<file path="config.mk">
export PLATFORM = sky130hd
export DESIGN_NAME = call_scheduler
export DESIGN_NICKNAME = d
export VERILOG_FILES = /design/src/rtl/call_scheduler_pkg.sv /design/src/rtl/call_picker.sv /design/src/rtl/call_scheduler.sv
export SDC_FILE = /design/constraint.sdc
export NUM_CORES = 1
export LEC_CHECK = 0
export CORE_MARGIN = 2
export CORE_UTILIZATION = 46
export CTS_CLUSTER_DIAMETER = 100
export DETAILED_ROUTE_END_ITERATION = 6
export PLACE_DENSITY = 0.69
export SYNTH_ARGS = -nofsm -noshare
export SYNTH_HDL_FRONTEND = slang
export SYNTH_SLANG_ARGS = --single-unit
</file>
<file path="constraint.sdc">
create_clock -name clk -period 3.3 [get_ports clk]
set_input_delay 0.66 -clock clk [delete_from_list [all_inputs] [get_ports clk]]
set_output_delay 0.66 -clock clk [all_outputs]
set_load 0.01 [all_outputs]
</file>
<file path="src/rtl/call_scheduler_pkg.sv">
// Shared definitions for the call scheduler: floor one-hot codes, floor
// indices, FSM state encoding and the index-to-one-hot helper.
// Floor 1 is index 0 and one-hot bit 4, floor 5 is index 4 and bit 0.
package call_scheduler_pkg;

  localparam int NUM_FLOORS = 5;

  localparam logic [4:0] P1 = 5'b10000;
  localparam logic [4:0] P2 = 5'b01000;
  localparam logic [4:0] P3 = 5'b00100;
  localparam logic [4:0] P4 = 5'b00010;
  localparam logic [4:0] P5 = 5'b00001;

  localparam logic [2:0] F1 = 3'd0;
  localparam logic [2:0] F2 = 3'd1;
  localparam logic [2:0] F3 = 3'd2;
  localparam logic [2:0] F4 = 3'd3;
  localparam logic [2:0] F5 = 3'd4;

  typedef enum logic [2:0] {
    S_IDLE   = 3'd0,
    S_ISSUE  = 3'd1,
    S_TRAVEL = 3'd2,
    S_DWELL  = 3'd3,
    S_EMERG  = 3'd4
  } state_t;

  // Out-of-range indices map to "no floor" so a corrupted index never
  // produces a spurious command.
  function automatic logic [4:0] idx_to_onehot(input logic [2:0] idx);
    case (idx)
      F1:      return P1;
      F2:      return P2;
      F3:      return P3;
      F4:      return P4;
      F5:      return P5;
      default: return 5'b00000;
    endcase
  endfunction

endpackage

</file>
<file path="src/rtl/call_picker.sv">
// SCAN target picker (purely combinational).
// Ports:
//   pendientes  - pending-call mask (bit4 = floor1)
//   piso_actual - current floor index
//   dir_subida  - current scan direction, 1 = up
//   target      - chosen floor index
//   valid       - a target exists
//   dir_next    - direction to register when the target is issued
// A pending call on the current floor is neither above nor below; the
// scheduler serves it directly from IDLE.
module call_picker
  import call_scheduler_pkg::*;
(
  input  logic [4:0] pendientes,
  input  logic [2:0] piso_actual,
  input  logic       dir_subida,
  output logic [2:0] target,
  output logic       valid,
  output logic       dir_next
);

  logic [2:0] above_s;
  logic [2:0] below_s;
  logic       has_above_s;
  logic       has_below_s;

  // Nearest pending floor above (scan downward) and below (scan upward).
  always_comb begin
    above_s     = 3'd0;
    below_s     = 3'd0;
    has_above_s = 1'b0;
    has_below_s = 1'b0;
    for (int i = NUM_FLOORS - 1; i >= 0; i--) begin
      above_s     = (pendientes[4 - i] && (3'(i) > piso_actual)) ? 3'(i) : above_s;
      has_above_s = has_above_s | (pendientes[4 - i] && (3'(i) > piso_actual));
    end
    for (int i = 0; i < NUM_FLOORS; i++) begin
      below_s     = (pendientes[4 - i] && (3'(i) < piso_actual)) ? 3'(i) : below_s;
      has_below_s = has_below_s | (pendientes[4 - i] && (3'(i) < piso_actual));
    end
  end

  // Keep the current direction while calls remain ahead, else reverse.
  always_comb begin
    target   = piso_actual;
    valid    = 1'b0;
    dir_next = dir_subida;
    if (dir_subida) begin
      if (has_above_s) begin
        target = above_s; valid = 1'b1; dir_next = 1'b1;
      end else if (has_below_s) begin
        target = below_s; valid = 1'b1; dir_next = 1'b0;
      end else begin
        valid = 1'b0;
      end
    end else begin
      if (has_below_s) begin
        target = below_s; valid = 1'b1; dir_next = 1'b0;
      end else if (has_above_s) begin
        target = above_s; valid = 1'b1; dir_next = 1'b1;
      end else begin
        valid = 1'b0;
      end
    end
  end

endmodule

</file>
<file path="src/rtl/call_scheduler.sv">
// Call-request scheduler in front of the freight-elevator FSM.
// Ports:
//   clk        - system clock
//   reset      - asynchronous active-low reset
//   btn        - floor call buttons (bit4 = floor1 ... bit0 = floor5)
//   fc         - limit switches, same bit order as btn
//   emergencia - emergency, active high
//   puerta     - door open, active high
//   selector   - registered one-hot floor command, 0 = no command
//   pendientes - registered pending-call mask
//   dir_subida - registered scan direction, 1 = up
//   ocupado    - registered, high whenever the FSM is not IDLE
module call_scheduler
  import call_scheduler_pkg::*;
#(
  parameter int DWELL_CYCLES  = 50000000,
  parameter int ISSUE_TIMEOUT = 1024,
  parameter int CNT_W         = 26
) (
  input  logic       clk,
  input  logic       reset,
  input  logic [4:0] btn,
  input  logic [4:0] fc,
  input  logic       emergencia,
  input  logic       puerta,
  output logic [4:0] selector,
  output logic [4:0] pendientes,
  output logic       dir_subida,
  output logic       ocupado
);

  localparam logic [CNT_W-1:0] DWELL_LAST = CNT_W'(DWELL_CYCLES - 1);
  localparam logic [CNT_W-1:0] ISSUE_LAST = CNT_W'(ISSUE_TIMEOUT - 1);
  localparam logic [CNT_W-1:0] CNT_MAX    = {CNT_W{1'b1}};

  state_t           state_r, state_s;
  logic [2:0]       piso_r, piso_s;
  logic [2:0]       destino_r, destino_s;
  logic             dir_r, dir_s;
  logic [CNT_W-1:0] cnt_r, cnt_s, cnt_inc_s;
  logic [4:0]       pend_r, pend_s, clr_s;
  logic [4:0]       sel_r, sel_s;
  logic             ocup_r;
  logic [2:0]       target_s;
  logic             valid_s;
  logic             dir_next_s;

  call_picker u_picker (
    .pendientes  (pend_r),
    .piso_actual (piso_r),
    .dir_subida  (dir_r),
    .target      (target_s),
    .valid       (valid_s),
    .dir_next    (dir_next_s)
  );

  assign cnt_inc_s = (cnt_r == CNT_MAX) ? cnt_r : cnt_r + {{(CNT_W-1){1'b0}}, 1'b1};

  // State register and all registered outputs.
  always_ff @(posedge clk or negedge reset) begin
    if (!reset) begin
      state_r   <= S_IDLE;
      piso_r    <= F1;
      destino_r <= F1;
      dir_r     <= 1'b1;
      cnt_r     <= {CNT_W{1'b0}};
      pend_r    <= 5'b00000;
      sel_r     <= 5'b00000;
      ocup_r    <= 1'b0;
    end else begin
      state_r   <= state_s;
      piso_r    <= piso_s;
      destino_r <= destino_s;
      dir_r     <= dir_s;
      cnt_r     <= cnt_s;
      pend_r    <= pend_s;
      sel_r     <= sel_s;
      ocup_r    <= (state_s != S_IDLE);
    end
  end

  // Next-state, request latch and floor tracking.
  always_comb begin
    state_s   = state_r;
    destino_s = destino_r;
    dir_s     = dir_r;
    cnt_s     = cnt_r;
    sel_s     = sel_r;
    clr_s     = 5'b00000;
    // Only an unambiguous single limit switch moves the floor estimate.
    case (fc)
      P1:      piso_s = F1;
      P2:      piso_s = F2;
      P3:      piso_s = F3;
      P4:      piso_s = F4;
      P5:      piso_s = F5;
      default: piso_s = piso_r;
    endcase

    if (emergencia) begin
      state_s = S_EMERG;
      sel_s   = 5'b00000;
      cnt_s   = {CNT_W{1'b0}};
      clr_s   = 5'b11111;
    end else begin
      case (state_r)
        S_IDLE: begin
          if ((pend_r & idx_to_onehot(piso_r)) != 5'b00000) begin
            clr_s   = idx_to_onehot(piso_r);
            cnt_s   = {CNT_W{1'b0}};
            state_s = S_DWELL;
          end else if (valid_s && !puerta) begin
            destino_s = target_s;
            dir_s     = dir_next_s;
            sel_s     = idx_to_onehot(target_s);
            cnt_s     = {CNT_W{1'b0}};
            state_s   = S_ISSUE;
          end else begin
            state_s = S_IDLE;
          end
        end
        S_ISSUE: begin
          if ((fc & idx_to_onehot(piso_r)) == 5'b00000) begin
            sel_s   = 5'b00000;
            state_s = S_TRAVEL;
          end else if (cnt_r == ISSUE_LAST) begin
            // Abandon the command; the call stays pending for a retry.
            sel_s   = 5'b00000;
            cnt_s   = {CNT_W{1'b0}};
            state_s = S_IDLE;
          end else if (!puerta) begin
            cnt_s = cnt_inc_s;
          end else begin
            cnt_s = cnt_r;
          end
        end
        S_TRAVEL: begin
          sel_s = 5'b00000;
          if ((fc & idx_to_onehot(destino_r)) != 5'b00000) begin
            clr_s   = idx_to_onehot(destino_r);
            cnt_s   = {CNT_W{1'b0}};
            state_s = S_DWELL;
          end else begin
            state_s = S_TRAVEL;
          end
        end
        S_DWELL: begin
          if (puerta) begin
            cnt_s = {CNT_W{1'b0}};
          end else if (cnt_r == DWELL_LAST) begin
            cnt_s   = {CNT_W{1'b0}};
            state_s = S_IDLE;
          end else begin
            cnt_s = cnt_inc_s;
          end
        end
        S_EMERG: begin
          sel_s = 5'b00000;
          clr_s = 5'b11111;
          if (fc[4]) begin
            piso_s  = F1;
            dir_s   = 1'b1;
            state_s = S_IDLE;
          end else begin
            state_s = S_EMERG;
          end
        end
        default: begin
          sel_s   = 5'b00000;
          cnt_s   = {CNT_W{1'b0}};
          state_s = S_IDLE;
        end
      endcase
    end

    // Clear wins over a simultaneous button press; buttons are ignored in EMERG.
    if (emergencia || (state_r == S_EMERG)) begin
      pend_s = 5'b00000;
    end else begin
      pend_s = (pend_r | btn) & ~clr_s;
    end
  end

  assign selector   = sel_r;
  assign pendientes = pend_r;
  assign dir_subida = dir_r;
  assign ocupado    = ocup_r;

endmodule

</file>
* Yosys cells after proc, flatten, opt, wreduce, memory -nomap -nowiden *
Cells that the tools add are included.

cells by class
  $add $sub $neg = 1
  multipliers = 0
  divide/modulo/power cells = 0
  $lt $le $gt $ge = 10
  equal/unequal tests = 36
  shift-type cells = 0
  multiplexer cells = 72
  bitwise logic cells = 16
  reductions and logical operators = 26

operator list
  kind                                                                     count
  26-bit two-way mux                                                       10
  26-bit case mux with 5 select lines                                      1
  5-bit two-way mux                                                        15
  5-bit case mux with 5 select lines                                       3
  3-bit two-way mux                                                        22
  26-bit equality test, second input constant                              2
  3-bit case mux with 5 select lines                                       2
  5-bit case mux with 3 select lines                                       2
  26-bit by 1-bit adder with 26-bit output, second input constant          1
  26-bit by 10-bit equality test with 1-bit output, second input constant  1
  3-bit by 2-bit equality test with 1-bit output, second input constant    8
  5-bit bitwise AND                                                        4
  1-bit two-way mux                                                        15
  3-bit by 1-bit equality test with 1-bit output, second input constant    4
  3-bit equality test, second input constant                               4
  3-bit zero test                                                          4
  3-bit != test, second input constant                                     4
  4-bit != test, second input constant                                     3
  1-bit logical AND                                                        11
  2-bit != test, second input constant                                     5
  5-bit AND reduction                                                      2
  5-bit nonzero test                                                       2
  1-bit bitwise OR                                                         8
  4-bit AND reduction                                                      2
  other kinds (21)                                                         26

word-level totals
  register bits after elaboration = 47
  latch bits = 0
  memory bits (writable) = 0
  ROM bits = 0
  input port bits = 14
  logic and storage cells = 169
  memories kept = 0

* Depth between registers and ports, before layout *
  word-level depth = 16
  mapped depth = 9
  gate-level depth less buffers = 8

* Cells and area by module *
A second synthesis with hierarchy kept.

second synthesis, totals
  cells, all modules = 400
  area total of the unflattened synthesis = 3464.6 um^2

by module, submodules not included
  module          instances  cells each  area each (um^2)
  call_scheduler  1          352         3128.0
  call_picker     1          48          336.6

* Worst setup path after synthesis *
Ideal clock, no wire load.

  path kind = input-to-reg
  from = in fc[2]
  to = reg cnt_r[16]
  data arrival time = 2382 ps
  required time = 3222 ps
  path slack = 840 ps
  stages = 8
  buffers on the path = 1
  cells stage by stage = clkbuf_1 -> mux2i_1 -> o22ai_1 -> a41oi_1 -> a21oi_1 -> o2111ai_2 -> or4_1 -> a21oi_1

on the way
  cells in the longest elaborated chain, start to end = 4
  elaborated cells on any way between the ends = 7

RTL lines
  what                                                   RTL line                                      text
  start: declaration                                     call_scheduler.sv:23                          input logic [4:0] fc,
  5-bit bitwise AND (on tied branches)                   call_scheduler.sv:139, call_scheduler.sv:123
  5-bit nonzero test or 5-bit zero test (tied branches)  call_scheduler.sv:139, call_scheduler.sv:123
  3-bit != test (no line)                                n/a
  5-bit AND reduction (no line) *                        n/a
  end signal: assignment                                 call_scheduler.sv:66                          cnt_r <= {CNT_W{1'b0}};
  end signal: assignment                                 call_scheduler.sv:75                          cnt_r <= cnt_s;
  end: declaration                                       call_scheduler.sv:40                          logic [CNT_W-1:0] cnt_r, cnt_s, cnt_inc_s;

Mark *: on every way between the ends. The rest lies on a longest branch, timed or not.
A chain may end at the register's enable or synchronous reset.

* Final worst setup path *
  from = reg piso_r[0]
  to = reg cnt_r[20]

on the way
  cells in the longest elaborated chain, start to end = 12
  elaborated cells on any way between the ends = 54

RTL lines
  what                                              RTL line                              text
  start: declaration                                call_scheduler.sv:37                  logic [2:0] piso_r, piso_s;
  start signal: assignment                          call_scheduler.sv:72                  piso_r <= piso_s;
  3-bit > comparator (tied with other cells)        call_picker.sv:35                     has_above_s = has_above_s | (pendientes[4 - i] && (3'(i) > piso_actual));
  1-bit logical AND (on tied branches)              n/a
  1-bit bitwise OR (on tied branches) (4 in a row)  call_picker.sv:35, call_picker.sv:39
  1-bit two-way mux (on tied branches)              call_picker.sv:59, call_picker.sv:51
  1-bit two-way mux (on tied branches)              call_picker.sv:57, call_picker.sv:49
  1-bit two-way mux                                 call_picker.sv:48                     if (dir_subida) begin
  1-bit logical AND                                 call_scheduler.sv:112                 end else if (valid_s && !puerta) begin
  4-bit != test (no line)                           n/a
  5-bit AND reduction (no line)                     n/a

Several ways; a longest one is shown, not always the timed one. The select of a mux whose other input is x is not followed.

==> run_summary.xml <==
<?xml version="1.0" encoding="UTF-8"?>
<metrics>
  <group name="status">
    <metric name="run_status" unit="">complete, no violations</metric>
  </group>
  <group name="timing">
    <metric name="worst_pin_slew" unit="ns">0.599</metric>
    <metric name="final_setup_violation_count" unit="">0</metric>
    <metric name="fraction_of_the_cycle_the_final_worst_path_needs" unit="%">86.7</metric>
    <metric name="timing.max_slew.rel_slack" unit="%">59.9</metric>
    <metric name="finClkSkew" unit="ns">0.00824</metric>
    <metric name="final_max_slew_viols" unit="">0</metric>
    <metric name="timing.final.hold_violations" unit="">0</metric>
    <metric name="post-route-min-period" unit="ns">2.86</metric>
    <metric name="fin_setup_tns" unit="ns">0</metric>
    <metric name="max_freq" unit="GHz">0.350</metric>
    <metric name="rsz_0062_raised_after_global_routing" unit="">false</metric>
  </group>
  <group name="synth">
    <metric name="average_footprint_of_a_synthesized_cell" unit="sq um">8.45</metric>
    <metric name="synth_edf_count" unit="">0</metric>
    <metric name="yosys.area.top_type" unit="">dfrtp_1</metric>
    <metric name="yosys.cell_types.count" unit="">64</metric>
    <metric name="ys_ff_latch" unit="">47</metric>
    <metric name="syn-num-nets" unit="">395</metric>
    <metric name="yosys.area.top_type_share" unit="%">35.9</metric>
    <metric name="netlist_area" unit="sq um">3210</metric>
    <metric name="ys_seq_area_share" unit="%">36.7</metric>
    <metric name="async_reset_ff_share" unit="%">100</metric>
    <metric name="yosys-top-cells-area" unit="">dfrtp_1 36%, o21ai_0 4.8%, a21oi_1 3.6%</metric>
    <metric name="ys_warn_count" unit="">0</metric>
    <metric name="netlist_instances" unit="">380</metric>
    <metric name="ys_dominant_reg_cell" unit="">dfrtp_1</metric>
  </group>
  <group name="cells_and_area">
    <metric name="layout.core_utilization" unit="%">55.0</metric>
    <metric name="area_growth" unit="%">15.7</metric>
    <metric name="n_fill_cell" unit="">629</metric>
    <metric name="layout_common_cells" unit="">46 x dfrtp_1, 31 x o21ai_0, 30 x nor2_1, 30 x nand2_1, 24 x clkdlybuf4s50_1</metric>
    <metric name="multiInputGateArea" unit="sq um">1890</metric>
    <metric name="final_layout_size_suffix_gt1_share" unit="%">10.5</metric>
    <metric name="mostFrequentLayoutCell" unit="">dfrtp_1</metric>
    <metric name="antennaDiodeCount" unit="">0</metric>
    <metric name="sequential_cell_area" unit="sq um">1180</metric>
    <metric name="final_nets" unit="">424</metric>
  </group>
  <group name="power_and_ir_drop">
    <metric name="irDropWorstVdd" unit="V">0.000167</metric>
    <metric name="static_leakage" unit="uW">0.00145</metric>
    <metric name="total_net_switching_power" unit="uW">459</metric>
    <metric name="seqPwrFrac" unit="%">46.1</metric>
    <metric name="swShare" unit="%">31.6</metric>
    <metric name="pwr-share-clk" unit="%">31.7</metric>
    <metric name="internal-power" unit="uW">996</metric>
    <metric name="power_frac_comb" unit="%">22.2</metric>
    <metric name="p_per_area" unit="nW/um^2">392</metric>
  </group>
  <group name="setup_path">
    <metric name="cp_slowest_stage_delay" unit="ns">0.68</metric>
    <metric name="startpoint_type" unit="">register</metric>
    <metric name="worst_path_max_delay_cell" unit="">dfrtp_1</metric>
    <metric name="worstPathRequired" unit="ns">3.54</metric>
    <metric name="chain_of_cells_forming_the_critical_path" unit="">nand2_1 -&gt; a211oi_1 -&gt; nor2_2 -&gt; a21oi_2 -&gt; o2111ai_2 -&gt; buf_4 -&gt; or4_1 -&gt; a21oi_1</metric>
    <metric name="setup.worst_path.start" unit="">piso_r[0]</metric>
    <metric name="worst-r2r-setup-slack" unit="ns">0.44</metric>
    <metric name="timing.critical_path.fanout_max" unit="">14</metric>
    <metric name="r2r-start" unit="">piso_r[0]</metric>
    <metric name="crit_path_end_kind" unit="">register</metric>
    <metric name="timing.critical_path.arrival" unit="ns">3.10</metric>
    <metric name="path_class" unit="">register to register</metric>
  </group>
  <group name="global_route">
    <metric name="grt_pass1_vias" unit="">3004</metric>
    <metric name="pin_count_of_the_biggest_net_entering_global_routing" unit="">35</metric>
    <metric name="grt_overflow" unit="">0</metric>
    <metric name="global_route_wire_length_before_repair" unit="mm">14.3</metric>
    <metric name="antenna_violations_before_repair" unit="">0</metric>
    <metric name="grtUsageTotal" unit="%">23.4</metric>
  </group>
  <group name="routing">
    <metric name="route.antenna.remaining_nets" unit="">0</metric>
    <metric name="drc" unit="">0</metric>
    <metric name="vias_per_cell" unit="">6.41</metric>
    <metric name="vias" unit="">3141</metric>
    <metric name="drt-initial-drc-count" unit="">201</metric>
    <metric name="drt-total-wl" unit="mm">8.36</metric>
    <metric name="wire_per_inst" unit="um">17.1</metric>
    <metric name="first_pass_iters" unit="">4</metric>
  </group>
  <group name="clocking">
    <metric name="cts-hold-fix-buffers" unit="">0</metric>
    <metric name="clk_transition_reported_paths" unit="ns">0.09</metric>
    <metric name="htree_num_levels" unit="">2</metric>
    <metric name="tritoncts.num_buffers" unit="">5</metric>
    <metric name="cts.path.max_buffers" unit="">2</metric>
    <metric name="cts-resized-gates" unit="">0</metric>
    <metric name="clk_latency" unit="ns">0.31</metric>
    <metric name="post_cts_buffers" unit="">0</metric>
    <metric name="ctsRootBufferMaster" unit="">clkbuf_8</metric>
    <metric name="clock_tree_from_tritoncts" unit="">built</metric>
    <metric name="clock_sinks" unit="">47</metric>
  </group>
  <group name="floorplanning">
    <metric name="io-pin-count" unit="">26</metric>
    <metric name="initial_core_utilization" unit="%">47.5</metric>
    <metric name="floorplan.die.height" unit="um">87.5</metric>
    <metric name="number_of_standard_cell_rows_in_the_floorplan" unit="">30</metric>
    <metric name="dieArea" unit="sq um">7660</metric>
    <metric name="die_width" unit="um">87.5</metric>
    <metric name="floorplan.core_area" unit="sq um">6760</metric>
  </group>
  <group name="place">
    <metric name="post-dp-hpwl" unit="mm">6.26</metric>
    <metric name="gp_congestion" unit="">0.858</metric>
    <metric name="io_buffer_count" unit="">25</metric>
  </group>
  <group name="hold_path">
    <metric name="min_path_type" unit="">primary input to async pin</metric>
  </group>
  <group name="job">
    <metric name="max_cap_viol_count" unit="">0</metric>
  </group>
</metrics>
[critical path, delay by kind of cell (launching register included)]
family                 cells  cell delay [ns]
AOI/OAI and AO/OA          4             1.18
DFF                        1             0.68
and+or+nand+nor            3             0.67
buffers and inverters      1             0.25
[flip-flops by register name, summed over array words and instances, names as in the netlist]
signal      cells
destino_r       3
piso_r          3
dir_subida      1
state_r         3
pendientes      5
selector        5
ocupado         1
cnt_r          26
[layer usage]
metal	part of all wire [%]	vias up	routed length, um	global-route usage (%)
met1	44	1494	3660	30.7
met3	5.2	17	436	3.68
met4	2.4	0	204	9.79
li1	-	1533	-	-
met5	0	-	0	0
met2	49	97	4060	38.7
[kinds of logic after synthesis]
logic type | share of synthesized area, %
compound gates | 30.2
mux | 2.26
flops | 36.7
fa+ha+maj | 0.390
simple gates | 25.5
buf+inv | 4.44
xor+xnor | 0.546
[through the flow]
step / std cells / cell area, sq um / hold WS (ns) / total power [uW] / setup WS, ns
after floorplan: 380 / 3210 / 0.364 / 882 / 0.840
after global placement: 482 / 3590 / 0.481 / 994 / 0.267
after detailed placement: 482 / 3590 / 0.478 / 1000 / 0.241
after CTS: 490 / 3710 / 0.243 / 1470 / 0.458
after global routing: 490 / 3710 / 0.247 / 1530 / 0.150
final: 490 / 3710 / 0.235 / 1450 / 0.440
[power groups by stage]
stage	clock, uW	combinational [uW]	sequential, uW
after detailed placement	0	320	682
final	461	323	671
after CTS	474	321	670
after floorplan	0	238	644
after global placement	0	313	680
after global routing	497	358	674
[worst paths after layout]
path	cells past startpoint	end
worst max-delay path	8	cnt_r[20]
worst min-delay path	1	destino_r[1]
worst max register to register	8	cnt_r[20]
worst min register to register	1	selector[1]
max in group asynchronous	2	cnt_r[4]
min in group clk	1	selector[1]
[Yosys cell counts, types with 4 or more instances]
cell	instances
o22a_1	4
a211oi_1	4
a21oi_1	23
or3_1	4
o21ai_0	31
dfrtp_1	46
nor3_1	12
o41ai_1	5
nor2b_1	7
a22o_1	5
nand3_1	15
and2_1	6
nor2_1	30
a31oi_1	13
nand4_1	7
clkbuf_1	11
or4_1	6
o31ai_1	13
buf_2	9
nor4_1	8
and4_1	6
o211ai_1	8
nand2b_1	5
inv_1	10
nand2_1	30
mux2i_1	5
[cell type report]
cell class / count / area share (%)
Clock inverter: 2 / 1.04
Inverter: 10 / 1.01
Sequential cell: 47 / 31.7
Tap cell: 80 / 2.69
Multi-Input combinational cell: 301 / 50.9
Timing Repair Buffer: 44 / 10.4
Clock buffer: 6 / 2.22
Note: power is estimated with default switching activity, not from simulation.
